--- src/rtl/parallel_tx.sv ---
// Byte-wide parallel transmitter: sends a 64-bit command MSB byte first,
// qualifying each byte with a divided-down par_clk strobe.
module parallel_tx #(
  parameter int CLK_DIV   = 4,
  parameter int NUM_BYTES = 8
) (
  input  logic        clk,
  input  logic        rst,
  input  logic [63:0] command,
  input  logic        start,
  output logic        busy,
  output logic        done,
  output logic [7:0]  data,
  output logic        par_clk
);

  localparam logic [1:0] IDLE   = 2'd0;
  localparam logic [1:0] SETUP  = 2'd1;
  localparam logic [1:0] STROBE = 2'd2;
  localparam logic [1:0] TRAIL  = 2'd3;

  localparam logic [7:0] DIV_LAST = 8'(CLK_DIV - 1);
  localparam logic [2:0] IDX_LAST = 3'(NUM_BYTES - 1);

  logic [1:0]  state;
  logic [7:0]  div;
  logic [2:0]  idx;
  logic [55:0] shreg;
  logic        div_end;

  assign div_end = (div == DIV_LAST);

  // Byte 0 goes straight to data; shreg holds the bytes still to send.
  always_ff @(posedge clk) begin
    if (rst) begin
      state   <= IDLE;
      div     <= 8'd0;
      idx     <= 3'd0;
      shreg   <= 56'd0;
      busy    <= 1'b0;
      done    <= 1'b0;
      data    <= 8'h00;
      par_clk <= 1'b0;
    end else begin
      done <= 1'b0;
      div  <= div + 8'd1;
      unique case (state)
        IDLE: begin
          div <= 8'd0;
          if (start) begin
            shreg <= command[55:0];
            data  <= command[63:56];
            idx   <= 3'd0;
            busy  <= 1'b1;
            state <= SETUP;
          end
        end
        SETUP: begin
          if (div_end) begin
            div     <= 8'd0;
            par_clk <= 1'b1;
            state   <= STROBE;
          end
        end
        STROBE: begin
          if (div_end) begin
            div     <= 8'd0;
            par_clk <= 1'b0;
            if (idx != IDX_LAST) begin
              idx   <= idx + 3'd1;
              data  <= shreg[55:48];
              shreg <= {shreg[47:0], 8'h00};
              state <= SETUP;
            end else begin
              state <= TRAIL;
            end
          end
        end
        TRAIL: begin
          if (div_end) begin
            div   <= 8'd0;
            busy  <= 1'b0;
            done  <= 1'b1;
            state <= IDLE;
          end
        end
        default: state <= IDLE;
      endcase
    end
  end

endmodule

--- config.mk ---
export PLATFORM = sky130hd
export DESIGN_NAME = parallel_tx
export DESIGN_NICKNAME = d
export VERILOG_FILES = /design/src/rtl/parallel_tx.sv
export SDC_FILE = /design/constraint.sdc
export NUM_CORES = 1
export LEC_CHECK = 0
export BUFFER_PORTS_ARGS = -buffer_cell sky130_fd_sc_hd__buf_4
export CAP_MARGIN = 20
export CORE_MARGIN = 3
export CORE_UTILIZATION = 40
export CTS_CLUSTER_SIZE = 8
export DETAILED_ROUTE_END_ITERATION = 10
export PLACE_DENSITY_LB_ADDON = 0.2
export RECOVER_POWER = 50
export SYNTH_ARGS = -nofsm -noshare
export SYNTH_HDL_FRONTEND = slang
export SYNTH_SLANG_ARGS = --single-unit
--- constraint.sdc ---
create_clock -name clk -period 4.9 [get_ports clk]
set_input_delay 0.245 -clock clk [delete_from_list [all_inputs] [get_ports clk]]
set_output_delay 0.245 -clock clk [all_outputs]
set_load 0.01 [all_outputs]
==> results of run 1 <==
==> worst register-to-register path, cell delays in order, from the launching register on <==
cell and delay, ns:
dfxtp_4 1.03, nor3b_1 0.30, clkbuf_2 0.93, a31o_1 0.81, buf_12 0.29, a211oi_1 0.12
==> synth_stat cells (all sizes together) <==
cell and n:
a2111oi 1, a211oi 57, a21oi 4, a22o 9, a311oi 57, a31o 1, a31oi 1, a32o 2
and3 1, buf 29, clkbuf 18, dfxtp 80, ha 3, inv 4, mux2i 56, nand2 3
nand2b 1, nand3 3, nor2 6, nor2b 1, nor3 4, nor3b 2, nor4 1, nor4b 1
o21ai 3, o221ai 1, o311ai 2, o31ai 3, or3 3, or4 1, or4b 1, xnor2 1
xor2 2
==> metal layers <==
metal / part of all wire (%) / wire length, um / vias up / global-route usage, %
li1: - / - / 1571 / -
met1: 47 / 4620 / 1538 / 25.1
met2: 46 / 4530 / 82 / 26.4
met3: 4.8 / 467 / 12 / 4.73
met4: 1.4 / 134 / 0 / 4.94
met5: 0 / 0 / - / 0
==> final timing paths <==
check             depth (start not counted)        from         to
setup / recovery                          5    state[1]  shreg[17]
hold / removal                            2  command[0]   shreg[0]
setup reg to reg                          5    state[1]  shreg[17]
hold reg to reg                           1      div[0]     div[0]
==> metrics by stage <==
step                hold slack [ns]  power, mW  cell area, um2
CTS                          0.0957       1.46            4620
floorplan                     0.378      0.840            3810
detailed placement            0.436      0.923            4400
global route                 0.0972       1.50            4540
global placement              0.431      0.916            4380
finish                        0.109       1.44            4540
==> registers in the layout (all words and copies together), names as in the netlist <==
signal	cells
par_clk	1
data	8
idx	3
shreg	56
done	1
busy	1
div	8
state	2
==> area by class of cell <==
type | instances | area, um2 | area share, %
inverter | 4 | 15.0 | 0.330
tap | 126 | 158 | 3.47
clock buffer | 11 | 141 | 3.11
multi-input combinational | 231 | 1950 | 42.9
sequential | 80 | 1610 | 35.3
clock inverter | 5 | 81.3 | 1.79
timing repair buffer | 83 | 592 | 13.0
==> power groups by stage <==
stage	Sequential, mW	Combinational, mW	Clock (mW)
6_report	0.723	0.178	0.539
5_1_grt	0.729	0.195	0.578
4_1_cts	0.723	0.186	0.553
3_5_place_dp	0.738	0.185	0
3_3_place_gp	0.737	0.179	0
2_1_floorplan	0.732	0.108	0
==> cell usage in the layout (no fill, tap or decap), types with 4 or more instances in the layout <==
| cell | count |
|---|---|
| dfxtp_1 | 79 |
| buf_4 | 70 |
| a311oi_1 | 57 |
| a211oi_1 | 57 |
| mux2i_1 | 56 |
| clkbuf_1 | 12 |
| clkbuf_8 | 10 |
| a22o_1 | 9 |
| nor2_1 | 6 |
| inv_1 | 4 |
| a21oi_1 | 4 |
==> logic make-up after synthesis <==
family,count (synthesis),synth area share (%)
multiplexers,56,14.7
AND/OR/NAND/NOR,28,5.23
buffers and inverters,51,6.31
XOR/XNOR,3,0.690
AO/OA/AOI/OAI,141,30.0
flip-flops,80,42.1
adder cells (fa/ha/maj),3,0.986
==> run_results.csv, run 1 <==
group,metric,value,unit
outcome,status,"complete, no violations",
finish,n_antenna_cell,0,
finish,final_util,50.6,%
grt,grt_pass1_wl,15800,um
critical_path,r2r_setup_slack,1.27,ns
clock_tree,cts_tree,"built",
place,hpwl,6070,um
critical_path,start_kind,"register",
sta,fin_setup_tns,0,ns
grt,antenna_found_initial,0,
finish,final_layout_size_suffix_gt1_share,22.0,%
place,dp.cells,524,
critical_path,end_kind,"register",
critical_path,crit_buf_inv,2,
place,port_buffers,77,
clock_tree,clk_latency,0.35,ns
power_and_ir_drop,internal_power,1.09,mW
floorplanning,die_x,104,um
grt,grt_max_degree,66,
clock_tree,cts_resized,0,
yosys,postSynthCellCount,362,
sta,fin_crit_sh,74.1,%
floorplanning,die_h,104,um
flow_run,maxCapViolations,0,
critical_path,cp_slowest_cell,"dfxtp_4",
sta,fin_worst_skew,0.0107,ns
clock_tree,numCtsBuffers,9,
critical_path,cpPeakStageDelay,1.03,ns
sta,fmax,276,MHz
finish,final_cells,540,
power_and_ir_drop,pwr-share-seq,50.2,%
grt,gr-total-overflow,0,
drt,routed_via_density,5.93,
yosys,synth_nets,432,
drt,drtIter0Drc,192,
sta,setup_ws,1.27,ns
critical_path,crit_chain,"nor3b_1, clkbuf_2, a31o_1, buf_12, a211oi_1",
power_and_ir_drop,power_density,317,nW/um2
grt,grt_pass1_vias,3177,
clock_tree,cts_setup_buffers,0,
drt,avgRoutedWirePerCell,18.1,um
clock_tree,htreeDepth,3,
sta,final_max_slew_viol_count,0,
clock_tree,clock-root-buffer,"clkbuf_8",
floorplanning,start_util,42.4,%
power_and_ir_drop,p_leak,1.48,nW
drt,route.antenna.remaining_nets,0,
yosys,ys_top_cells_by_area,"dfxtp_1 (42%), mux2i_1 (15%), a311oi_1 (13%), a211oi_1 (11%), buf_2 (3.2%)",
clock_tree,clk_path_buf_depth,2,
place,gp_congestion,0.781,
floorplanning,coreArea,8980,um2
power_and_ir_drop,combPwrFrac,12.3,%
sta,finalSetupViolCount,0,
clock_tree,postCtsHoldBufs,0,
critical_path,crit_required,5.09,ns
yosys,syn_area,3810,um2
drt,drt-total-wl,9750,um
finish,syn_to_final_growth,19.4,%
yosys,ys_seq_area_share,42.1,%
critical_path,cp_max_fo,62,
power_and_ir_drop,switchingPower,0.351,mW
clock_tree,path_clk_slew,0.08,ns
critical_path,crit_arrival,3.82,ns
sta,hold_violations,0,
sta,slew_headroom,21.0,%
grt,grt_util_all_layers,17.7,%
critical_path,path_class,"reg -> reg",
floorplanning,dieArea,10700,um2
finish,fillers,857,
yosys,yosysTopAreaCell,"dfxtp_1",
worst_hold_path,min_path_type,"in -> reg",
floorplanning,ios,78,
drt,drc,0,
sta,worst_slew_pin_slew,1.19,ns
place,place_ws,1.91,ns
yosys,synthDistinctLibCells,35,
drt,drt_pass1_iterations,6,
sta,period_minus_slack,3.63,ns
power_and_ir_drop,pwr-share-clk,37.5,%
drt,vias,3203,
sta,rsz0062_at_grt,"no",
finish,fin_nets,479,
yosys,synth_top_area_share,42.1,%
yosys,synth_seq_cells,80,
critical_path,cp_top_family,"buffers and inverters",
power_and_ir_drop,vdd.ir_drop.worst,0.148,mV
clock_tree,cts.sinks,80,
floorplanning,rows,34,
power_and_ir_drop,switching_share,24.4,%
yosys,ys_warn_count,0,
yosys,avgSynthCellArea,10.5,um2
No activity file was read; power rests on OpenSTA's default activity.
==> run 2, diff against run 1 <==
--- a/config.mk
+++ b/config.mk
@@ -5,6 +5,7 @@
 export SDC_FILE = /design/constraint.sdc
 export NUM_CORES = 1
 export LEC_CHECK = 0
+export ABC_AREA = 1
 export BUFFER_PORTS_ARGS = -buffer_cell sky130_fd_sc_hd__buf_4
 export CAP_MARGIN = 20
 export CORE_MARGIN = 3
==> constraint.sdc (replaced) <==
create_clock -name clk -period 3.2 [get_ports clk]
set_input_delay 0.16 -clock clk [delete_from_list [all_inputs] [get_ports clk]]
set_output_delay 0.16 -clock clk [all_outputs]
set_load 0.01 [all_outputs]
==> run 2 against run 1 <==
Net effect: sequential power is 69% higher; cell count is 55% higher; largest cell class unchanged; clock-buffer cell count stayed put; critical path depth is 1 higher; non-clock buffer count is 1 higher; via count is 26% higher; synthesized area is 11% higher; die area is 10% higher.
==> run_results.csv, run 2 <==
group,metric,value,unit
outcome,status,"complete, no violations",
drt,drt_pass1_iterations,5,
sta,finalSetupViolCount,0,
drt,wl_met1,4940,um
finish,final_util,49.5,%
sta,final_max_slew_viol_count,0,
worst_hold_path,min_path_type,"in -> reg",
power_and_ir_drop,pwr-share-seq,45.8,%
floorplanning,ios,78,
drt,drtIter0Drc,234,
power_and_ir_drop,power_density,536,nW/um2
grt,grt_pass1_wl,16300,um
sta,hold_violations,0,
floorplanning,rows,36,
grt,grt_util_all_layers,17.0,%
clock_tree,path_clk_slew,0.08,ns
critical_path,cp_max_fo,38,
critical_path,crit_arrival,2.74,ns
yosys,async_reset_ff_share,0,%
yosys,synth_edf_count,0,
finish,largest_register_ff_count,56,
drt,drt-total-wl,9940,um
sta,setup_ws,0.741,ns
finish,syn_to_final_growth,17.3,%
floorplanning,die_h,109,um
grt,antenna_found_initial,0,
yosys,ys_warn_count,0,
clock_tree,htreeDepth,3,
drt,dr_wl_met3,438,um
floorplanning,dieArea,11800,um2
yosys,synth_top_area_share,37.9,%
yosys,synth_common_cells,"nand2_1 (256), nor2_1 (87), dfxtp_1 (80), a21oi_1 (67), nand3b_1 (56)",
yosys,ys_top_cells_by_area,"dfxtp_1 (38%), nand2_1 (23%), nand3b_1 (10%), a21oi_1 (7.9%), nor2_1 (7.7%)",
worst_hold_path,hp-start,"command[7]",
power_and_ir_drop,switching_share,31.4,%
power_and_ir_drop,internal_power,1.82,mW
clock_tree,cts.sinks,80,
sta,fin_crit_sh,76.9,%
sta,hold_slack,0.158,ns
power_and_ir_drop,p_leak,2.39,nW
power_and_ir_drop,combPwrFrac,26.9,%
drt,avgRoutedWirePerCell,11.9,um
clock_tree,cts_tree,"built",
finish,layout_common_cells,"nand2_1 (257), nor2_1 (87), dfxtp_1 (80), a21oi_1 (67), buf_4 (67)",
drt,route.antenna.remaining_nets,0,
yosys,post-synth-top-count-cell,"nand2_1",
grt,grt_pass1_vias,3605,
floorplanning,die_x,109,um
sta,fin_worst_skew,0.00961,ns
power_and_ir_drop,pwr-share-clk,27.3,%
yosys,synth_nets,722,
grt,gr-total-overflow,0,
drt,routed_via_density,4.82,
yosys,yosysTopAreaCell,"dfxtp_1",
critical_path,cpPeakStageDelay,0.89,ns
finish,largestRegisters,"shreg: 56 flops, data: 8 flops, div: 8 flops",
sta,fin_setup_tns,0,ns
place,place_ws,1.15,ns
finish,final_common_cell,"nand2_1",
finish,n_antenna_cell,0,
floorplanning,start_util,42.2,%
yosys,postSynthCellCount,652,
yosys,synth_seq_cells,80,
yosys,synth_flop_cell,"dfxtp_1",
place,hpwl,6520,um
critical_path,end_kind,"register",
place,port_buffers,77,
clock_tree,clock-root-buffer,"clkbuf_8",
finish,multi_input_area,2290,um2
critical_path,cp_slowest_cell,"inv_1",
critical_path,worstSetupStartpoint,"rst",
floorplanning,coreArea,10000,um2
clock_tree,cts_setup_buffers,0,
drt,top_layer,"met4",
sta,fmax,407,MHz
clock_tree,clk_latency,0.34,ns
critical_path,crit_required,3.48,ns
sta,slew_headroom,18.3,%
grt,grt_max_degree,95,
place,gp_congestion,0.739,
yosys,syn_area,4220,um2
clock_tree,clk_path_buf_depth,2,
critical_path,start_kind,"input pin",
power_and_ir_drop,vdd.ir_drop.worst,0.250,mV
sta,worst_slew_pin_slew,1.22,ns
drt,drc,0,
sta,period_minus_slack,2.46,ns
finish,top_register,"shreg",
sta,rsz0062_at_grt,"no",
power_and_ir_drop,switchingPower,0.832,mW
yosys,ys_seq_area_share,37.9,%
drt,wl_met2,4380,um
finish,fillers,1103,
drt,vias,4040,
finish,seq_area,1600,um2
critical_path,path_class,"in -> reg",
finish,final_layout_size_suffix_gt1_share,13.0,%
critical_path,r2r_start,"state[1]",
yosys,avgSynthCellArea,6.47,um2
finish,fin_nets,771,
flow_run,maxCapViolations,0,
yosys,synthDistinctLibCells,24,
clock_tree,numCtsBuffers,9,
critical_path,crit_chain,"dlygate4sd3_1, clkbuf_1, inv_1, clkbuf_2, nand2_1, nor2_1",
## run 2: cell types whose count changed in the layout (fill, tap and decap cells not counted), moves of 4 or more
cell / previous run / this run
mux2i_1: 56 / 0
nor2_1: 6 / 87
o21ai_0: 3 / 7
nand2_1: 3 / 257
nand3b_1: 0 / 56
inv_1: 4 / 20
a211oi_1: 57 / 0
a22o_1: 9 / 0
a311oi_1: 57 / 0
nand3_1: 3 / 16
a21oi_1: 4 / 67
## run 2: kinds of logic after synthesis
kind of cell,count (synthesis),synth area share (%)
and+or+nand+nor,423,43.6
DFF,80,37.9
AOI/OAI and AO/OA,76,9.31
buffers and inverters,68,7.86
adders and majority gates,3,0.890
xor gates and xnor gates,2,0.415
## run 2: cell type report
cell class              count  share of cell area, %
inverters                  22                   1.67
repair buffers             84                   12.6
multi-input cells         504                   46.3
flip-flops and latches     80                   32.4
well taps                 133                   3.36
clock inverters             4                  0.910
clock buffers              11                   2.86
## run 2: what timing repair did
action / CTS / global route
gates resized for setup: 0 / 0
hold buffers: 1 / 0
endpoints found under the setup margin: 0 / 0
endpoints found under the hold margin: 2 / 0
## run 2: through the flow
step                      power [mW]  instance area [um2]  cells
final                           2.65                 4950    838
after global routing            2.83                 4950    838
after CTS                       2.70                 5000    838
after detailed placement        1.97                 4810    822
after global placement          1.95                 4810    822
after floorplan                 1.78                 4220    652
## run 2: routing by layer
layer	track usage [%]	vias to the layer above
met1	23.5	1783
met4	7.75	0
met2	25.8	82
met5	0	-
li1	-	2162
met3	2.72	13
## run 2: power groups by stage
stage	registers, mW	clock network, mW	logic [mW]
finish	1.22	0.723	0.714
global placement	1.24	0	0.719
global route	1.23	0.776	0.828
floorplan	1.23	0	0.550
detailed placement	1.24	0	0.732
CTS	1.22	0.748	0.735
## run 2: critical path, delay by kind of cell
family / cells / cell delay, ns
buffers and inverters: 4 / 2.24
AND/OR/NAND/NOR: 2 / 0.32
## run 2: worst paths after layout
check / end / slack (ns) / depth (start not counted)
worst max-delay path: shreg[18] / 0.74 / 6
worst min register to register: div[0] / 0.47 / 1
worst max register to register: shreg[42] / 0.84 / 8
worst min-delay path: shreg[7] / 0.16 / 5
